**src/rtl/pll_mon_pkg.sv**
```systemverilog
// Shared state encoding and default constants for the PLL lock monitor.
package pll_mon_pkg;

  typedef enum logic [1:0] {
    IDLE    = 2'd0,
    ACQUIRE = 2'd1,
    LOCKED  = 2'd2
  } state_t;

  localparam int DEF_MULT       = 8;
  localparam int DEF_TOL        = 1;
  localparam int DEF_LOCK_CNT   = 4;
  localparam int DEF_UNLOCK_CNT = 2;
  localparam int DEF_TIMEOUT    = 32;
  localparam int DEF_CNT_W      = 8;

endpackage

```
**src/rtl/ref_sync_edge.sv**
```systemverilog
// Brings the asynchronous REF into the CLK domain and flags its rising edge.
module ref_sync_edge (
  input  logic clk,
  input  logic rst,
  input  logic d,
  output logic rise
);

  logic s1, s2, s3;

  always_ff @(posedge clk or posedge rst) begin
    if (rst) begin
      s1 <= 1'b0;
      s2 <= 1'b0;
      s3 <= 1'b0;
    end else begin
      s1 <= d;
      s2 <= s1;
      s3 <= s2;
    end
  end

  assign rise = s2 & ~s3;

endmodule

```
**src/rtl/pll_lock_monitor.sv**
```systemverilog
// Counts CLK cycles per REF period and derives LOCK, SLOW/FAST and REF-loss status.
// state   | meaning
// IDLE    | monitor disabled, all tracking cleared
// ACQUIRE | measuring, waiting for LOCK_CNT consecutive good periods
// LOCKED  | frequency locked, waiting for UNLOCK_CNT consecutive bad periods
module pll_lock_monitor
  import pll_mon_pkg::*;
#(
  parameter int MULT       = DEF_MULT,
  parameter int TOL        = DEF_TOL,
  parameter int LOCK_CNT   = DEF_LOCK_CNT,
  parameter int UNLOCK_CNT = DEF_UNLOCK_CNT,
  parameter int TIMEOUT    = DEF_TIMEOUT,
  parameter int CNT_W      = DEF_CNT_W
) (
  input  logic             CLK,
  input  logic             RST,
  input  logic             EN,
  input  logic             REF,
  output logic             LOCK,
  output logic [CNT_W-1:0] MEAS,
  output logic             MEAS_VLD,
  output logic             SLOW,
  output logic             FAST,
  output logic             REF_LOST
);

  localparam int GW = $clog2(LOCK_CNT + 1);
  localparam int BW = $clog2(UNLOCK_CNT + 1);

  // Window bounds as unsigned compares; no subtraction on the live count.
  localparam logic [CNT_W-1:0] LO       = CNT_W'(MULT - TOL);
  localparam logic [CNT_W-1:0] HI       = CNT_W'(MULT + TOL);
  localparam logic [CNT_W-1:0] TO       = CNT_W'(TIMEOUT);
  localparam logic [GW-1:0]    GOOD_MAX = GW'(LOCK_CNT);
  localparam logic [BW-1:0]    BAD_MAX  = BW'(UNLOCK_CNT);

  state_t           state, state_n;
  logic [CNT_W-1:0] cnt, cnt_n;
  logic             armed, armed_n;
  logic [GW-1:0]    good, good_n;
  logic [BW-1:0]    bad, bad_n;
  logic             lock_n, vld_n, slow_n, fast_n, lost_n;
  logic [CNT_W-1:0] meas_n;
  logic             ref_rise;
  logic             good_p;

  ref_sync_edge u_ref_sync (
    .clk  (CLK),
    .rst  (RST),
    .d    (REF),
    .rise (ref_rise)
  );

  always_ff @(posedge CLK or posedge RST) begin
    if (RST) begin
      state    <= IDLE;
      cnt      <= '0;
      armed    <= 1'b0;
      good     <= '0;
      bad      <= '0;
      LOCK     <= 1'b0;
      MEAS     <= '0;
      MEAS_VLD <= 1'b0;
      SLOW     <= 1'b0;
      FAST     <= 1'b0;
      REF_LOST <= 1'b0;
    end else begin
      state    <= state_n;
      cnt      <= cnt_n;
      armed    <= armed_n;
      good     <= good_n;
      bad      <= bad_n;
      LOCK     <= lock_n;
      MEAS     <= meas_n;
      MEAS_VLD <= vld_n;
      SLOW     <= slow_n;
      FAST     <= fast_n;
      REF_LOST <= lost_n;
    end
  end

  always_comb begin
    state_n = state;
    cnt_n   = cnt;
    armed_n = armed;
    good_n  = good;
    bad_n   = bad;
    lock_n  = LOCK;
    meas_n  = MEAS;
    vld_n   = 1'b0;
    slow_n  = SLOW;
    fast_n  = FAST;
    lost_n  = 1'b0;
    good_p  = (cnt >= LO) && (cnt <= HI);

    if (!EN) begin
      state_n = IDLE;
      cnt_n   = '0;
      armed_n = 1'b0;
      good_n  = '0;
      bad_n   = '0;
      lock_n  = 1'b0;
      slow_n  = 1'b0;
      fast_n  = 1'b0;
    end else if (state == IDLE) begin
      state_n = ACQUIRE;
      cnt_n   = '0;
      armed_n = 1'b0;
      good_n  = '0;
      bad_n   = '0;
    end else if (ref_rise) begin
      // The edge cycle is cycle 1 of the next period; ref_rise beats a same-cycle timeout.
      cnt_n = CNT_W'(1);
      if (!armed) begin
        armed_n = 1'b1;
      end else begin
        meas_n = cnt;
        vld_n  = 1'b1;
        slow_n = (cnt < LO);
        fast_n = (cnt > HI);
        if (good_p) begin
          good_n = (good == GOOD_MAX) ? good : good + GW'(1);
          bad_n  = '0;
          if ((state == ACQUIRE) && (good_n == GOOD_MAX)) begin
            state_n = LOCKED;
            lock_n  = 1'b1;
          end
        end else begin
          bad_n  = (bad == BAD_MAX) ? bad : bad + BW'(1);
          good_n = '0;
          if ((state == LOCKED) && (bad_n == BAD_MAX)) begin
            state_n = ACQUIRE;
            lock_n  = 1'b0;
          end
        end
      end
    end else if (cnt == TO) begin
      state_n = ACQUIRE;
      cnt_n   = '0;
      armed_n = 1'b0;
      good_n  = '0;
      bad_n   = '0;
      lock_n  = 1'b0;
      lost_n  = 1'b1;
    end else if (cnt != '1) begin
      cnt_n = cnt + CNT_W'(1);
    end
  end

endmodule

```
**config.mk**
```make
export PLATFORM = sky130hd
export DESIGN_NAME = pll_lock_monitor
export DESIGN_NICKNAME = d
export VERILOG_FILES = /design/src/rtl/pll_mon_pkg.sv /design/src/rtl/ref_sync_edge.sv /design/src/rtl/pll_lock_monitor.sv
export SDC_FILE = /design/constraint.sdc
export NUM_CORES = 1
export LEC_CHECK = 0
export BUFFER_PORTS_ARGS = -buffer_cell sky130_fd_sc_hd__buf_4
export CAP_MARGIN = 0
export CORE_MARGIN = 10
export CORE_UTILIZATION = 62
export CTS_CLUSTER_DIAMETER = 80
export DETAILED_ROUTE_END_ITERATION = 6
export PLACE_DENSITY = 0.89
export SKIP_CTS_REPAIR_TIMING = 1
export SYNTH_ARGS = -nofsm -noshare
export SYNTH_HDL_FRONTEND = slang
export SYNTH_SLANG_ARGS = --single-unit
```
**constraint.sdc**
```tcl
create_clock -name CLK -period 4 [get_ports CLK]
set_input_delay 0.2 -clock CLK [delete_from_list [all_inputs] [get_ports CLK]]
set_output_delay 0.2 -clock CLK [all_outputs]
set_load 0.01 [all_outputs]
```
==> metrics.md <==
| Metric | Value |
|---|---|
| Cell Rows | `18` |
| Fin util | `75.7%` |
| Synth Area in Simple Gates | `20.8%` |
| Xor and xnor area share after synthesis | `1.08%` |
| Share of layout cells above drive strength 1 | `16.3%` |
| Worst Reg-to-Reg Cells | `7` |
| Largest net degree at the start of global routing | `28` |
| Post-Synth Adder-Cell Area | `4.63%` |
| Post-synthesis compound-gate area fraction | `19.0%` |
| Number of synthesized flops with an enable pin | `0` |
| DR pass1 iterations | `4` |
| Worst slack at placement | `1750 ps` |
| Initial antenna violation count | `0` |
| Hold Worst Slack | `219 ps` |
| Area share of the leading cell type in the synthesized netlist | `49.3%` |
| CTS H-Tree Depth | `2` |
| Critical path arrival | `2510 ps` |
| Post-synthesis sequential area ratio | `49.3%` |
| Hold Crit Class | `input pin to flip-flop` |
| Top-level I/O count | `17` |
| Initial DRC count | `104` |
| Setup-failing EPs final | `0` |
| Slew Limit Fails | `0` |
| FILL cells | `165` |
| Maximum vdd drop | `0.485 mV` |
| Mapped Cells | `168` |
| Starting Density | `65.5%` |
| Critical path launch point type | `flip-flop` |
| Worst-Skew Late Latency | `340 ps` |
| Final period util | `56.9%` |
| GRT Total Usage | `13.9%` |
| Critical Path RT | `4230 ps` |
| Syn Nets | `178` |
| Largest family of logic cells by synthesized area | `simple AND/OR/NAND/NOR gates` |
| Core Footprint | `2480 µm²` |
| Least-Margin Pin Slew | `532 ps` |
| Final WS setup | `1720 ps` |
| Min Tclk post-route | `2280 ps` |
| Die X | `71.2 µm` |
| Relative slew slack | `64.5%` |
| Total congestion overflow | `0` |
| CP max stage delay | `590 ps` |
| Post-DR wirelength/cell | `15.6 µm` |
| Layout area overhead | `15.6%` |
| Total CTS buffers | `5` |
| Fmax achieved | `0.439 GHz` |
| Synth Warn # | `0` |
| Ys async rst share | `100%` |
| Syn_area_per_cell | `9.66 µm²` |
| Post-synthesis mux area share | `0.925%` |
| Reg2Reg Setup Slack | `1720 ps` |
| Remaining antenna violation count | `0` |
| Vias per cell | `6.02` |
| Max_cap viols | `0` |
| Fin nets | `199` |
| Worst path cell trace | `inv_1 -> ha_1 -> o21bai_1 -> a2111oi_4 -> nand2_2 -> o211ai_2 -> mux2_4` |
| RR Endpoint | `state[0]` |
| Placed cell areas | `1760 µm²` |
| CTS tree | `built` |
| Routability cong. | `0.901` |
| Status | `complete, no violations` |
| Unrepaired setup endpoints after global routing | `no` |
| Static Leak | `0.899 nW` |
| Synth area leaders | `dfrtp_1 (49%), nand2_1 (6.2%), ha_1 (4.6%), o21ai_0 (3.7%), a22o_1 (2.7%)` |
| Setup crit start | `cnt[0]` |
| Critical path endpoint category | `flip-flop` |
| Vias in the first global route | `1311` |
| Post-Syn Area | `1620 µm²` |
| Synthesis-stage register bit count | `32` |
| Largest fanout on the critical path | `8` |
| Wire length of the first global-routing pass | `5.91 mm` |
| Final Non-Filler Cells | `220` |
| CP endpoint | `state[0]` |
| Pwr Density | `353 nW/µm²` |
| Cell area after layout | `1880 µm²` |
| # clock sinks | `32` |
| CTS max path bufs | `2` |
| Fin Setup TNS | `0 ps` |
| Cells after DPL | `210` |
| Tot Pwr | `0.661 mW` |
| Prevailing post-synth register cell | `dfrtp_1` |
| Die Span Y | `71.2 µm` |
| Number of port buffers | `16` |
| RR Startpoint | `cnt[0]` |
| CTS Root Cell | `clkbuf_4` |
| Final hold violation count | `0` |
| CP max stage cell | `a2111oi_4` |
| N_diodes | `0` |
| Clock Skew | `11.3 ps` |
| Post-synthesis cell type count | `44` |
| Worst setup path category | `flip-flop to flip-flop` |
| Total die area | `5060 µm²` |
| Post-synth top area cell | `dfrtp_1` |
| DRT Wirelength | `3.43 mm` |
| Clock slew at reported path FFs | `90 ps` |
| HPWL Detailed | `2.59 mm` |
| Post-route DRC | `0` |
| Via count | `1324` |
==> synthesized netlist by cell type, types with 2 or more instances <==
cell type,count
o211ai_1,2
nand2_1,27
o21ai_0,12
nand3b_1,3
ha_1,6
nor2_1,11
nand3_1,4
clkbuf_1,3
dfrtp_1,32
or3_1,2
a21oi_1,6
and3_1,4
nor3_1,2
inv_1,10
nand2_2,2
a31oi_1,2
a21boi_0,2
and2_1,2
a22o_1,5
o21ai_1,5
nand2b_1,3
==> cells in the final DEF (no fill, tap or decap), drive strengths merged, types with 2 or more instances in the layout <==
| cell type | instances |
|---|---|
| dfrtp | 32 |
| nand2 | 29 |
| buf | 17 |
| o21ai | 17 |
| nor2 | 11 |
| inv | 10 |
| clkbuf | 7 |
| a21oi | 6 |
| ha | 6 |
| a22o | 5 |
| nand3 | 4 |
| and3 | 4 |
| nand2b | 3 |
| nand3b | 3 |
| o211ai | 3 |
| or3 | 2 |
| a31oi | 2 |
| and2 | 2 |
| nor3 | 2 |
| a21boi | 2 |
| dlygate4sd3 | 2 |
==> worst max-delay path, delay by kind of cell, from the launching register on <==
family	cells	cell delay [ps]
DFF	1	450
and+or+nand+nor	1	160
buffers and inverters	1	140
muxes	1	310
AOI/OAI and AO/OA	3	910
adders and majority gates	1	190
==> report_power, final <==
| part | internal (mW) | total (mW) | switching (mW) |
|---|---|---|---|
| Clock | 0.166 | 0.275 | 0.109 |
| Sequential | 0.330 | 0.337 | 0.00717 |
| Combinational | 0.0187 | 0.0496 | 0.0309 |
==> cell type report <==
cell class	instances	area (µm²)	share of cell area [%]
sequential	32	801	42.7
multi-input combinational	120	753	40.2
timing repair buffer	19	148	7.87
clock buffer	7	65.1	3.47
inverter	11	41.3	2.20
tap	30	37.5	2.00
clock inverter	1	30.0	1.60
==> how the worst min path moves through the flow <==
stage,start,end,slack (ps),cells past startpoint
5_1_grt,EN,LOCK,260,3
3_5_place_dp,RST,bad[1],130,2
4_1_cts,RST,bad[1],-240,2
6_report,EN,LOCK,220,3
3_3_place_gp,RST,bad[1],120,2
2_1_floorplan,REF,u_ref_sync.s1,230,0
==> flip-flops by register name, indices dropped and copies added (netlist names) <==
name           cells
u_ref_sync.s2      1
bad                2
cnt                8
MEAS               8
u_ref_sync.s1      1
good               3
MEAS_VLD           1
FAST               1
LOCK               1
u_ref_sync.s3      1
state              2
REF_LOST           1
SLOW               1
armed              1
==> per-layer routing <==
metal	share of wire, %	wire length, µm	vias up	GRT usage, %
met5	0	0	-	0
met4	2.0	70	0	5.81
met3	7.7	263	9	3.91
met2	48	1630	56	22.8
met1	43	1460	629	16.5
li1	-	-	630	-
==> cells by family after synthesis <==
group | Yosys count
and+or+nand+nor | 67
muxes | 1
buffers and inverters | 16
AOI/OAI and AO/OA | 44
DFF | 32
adders and majority gates | 6
xor gates and xnor gates | 2
(Power assumes the default switching activity.)
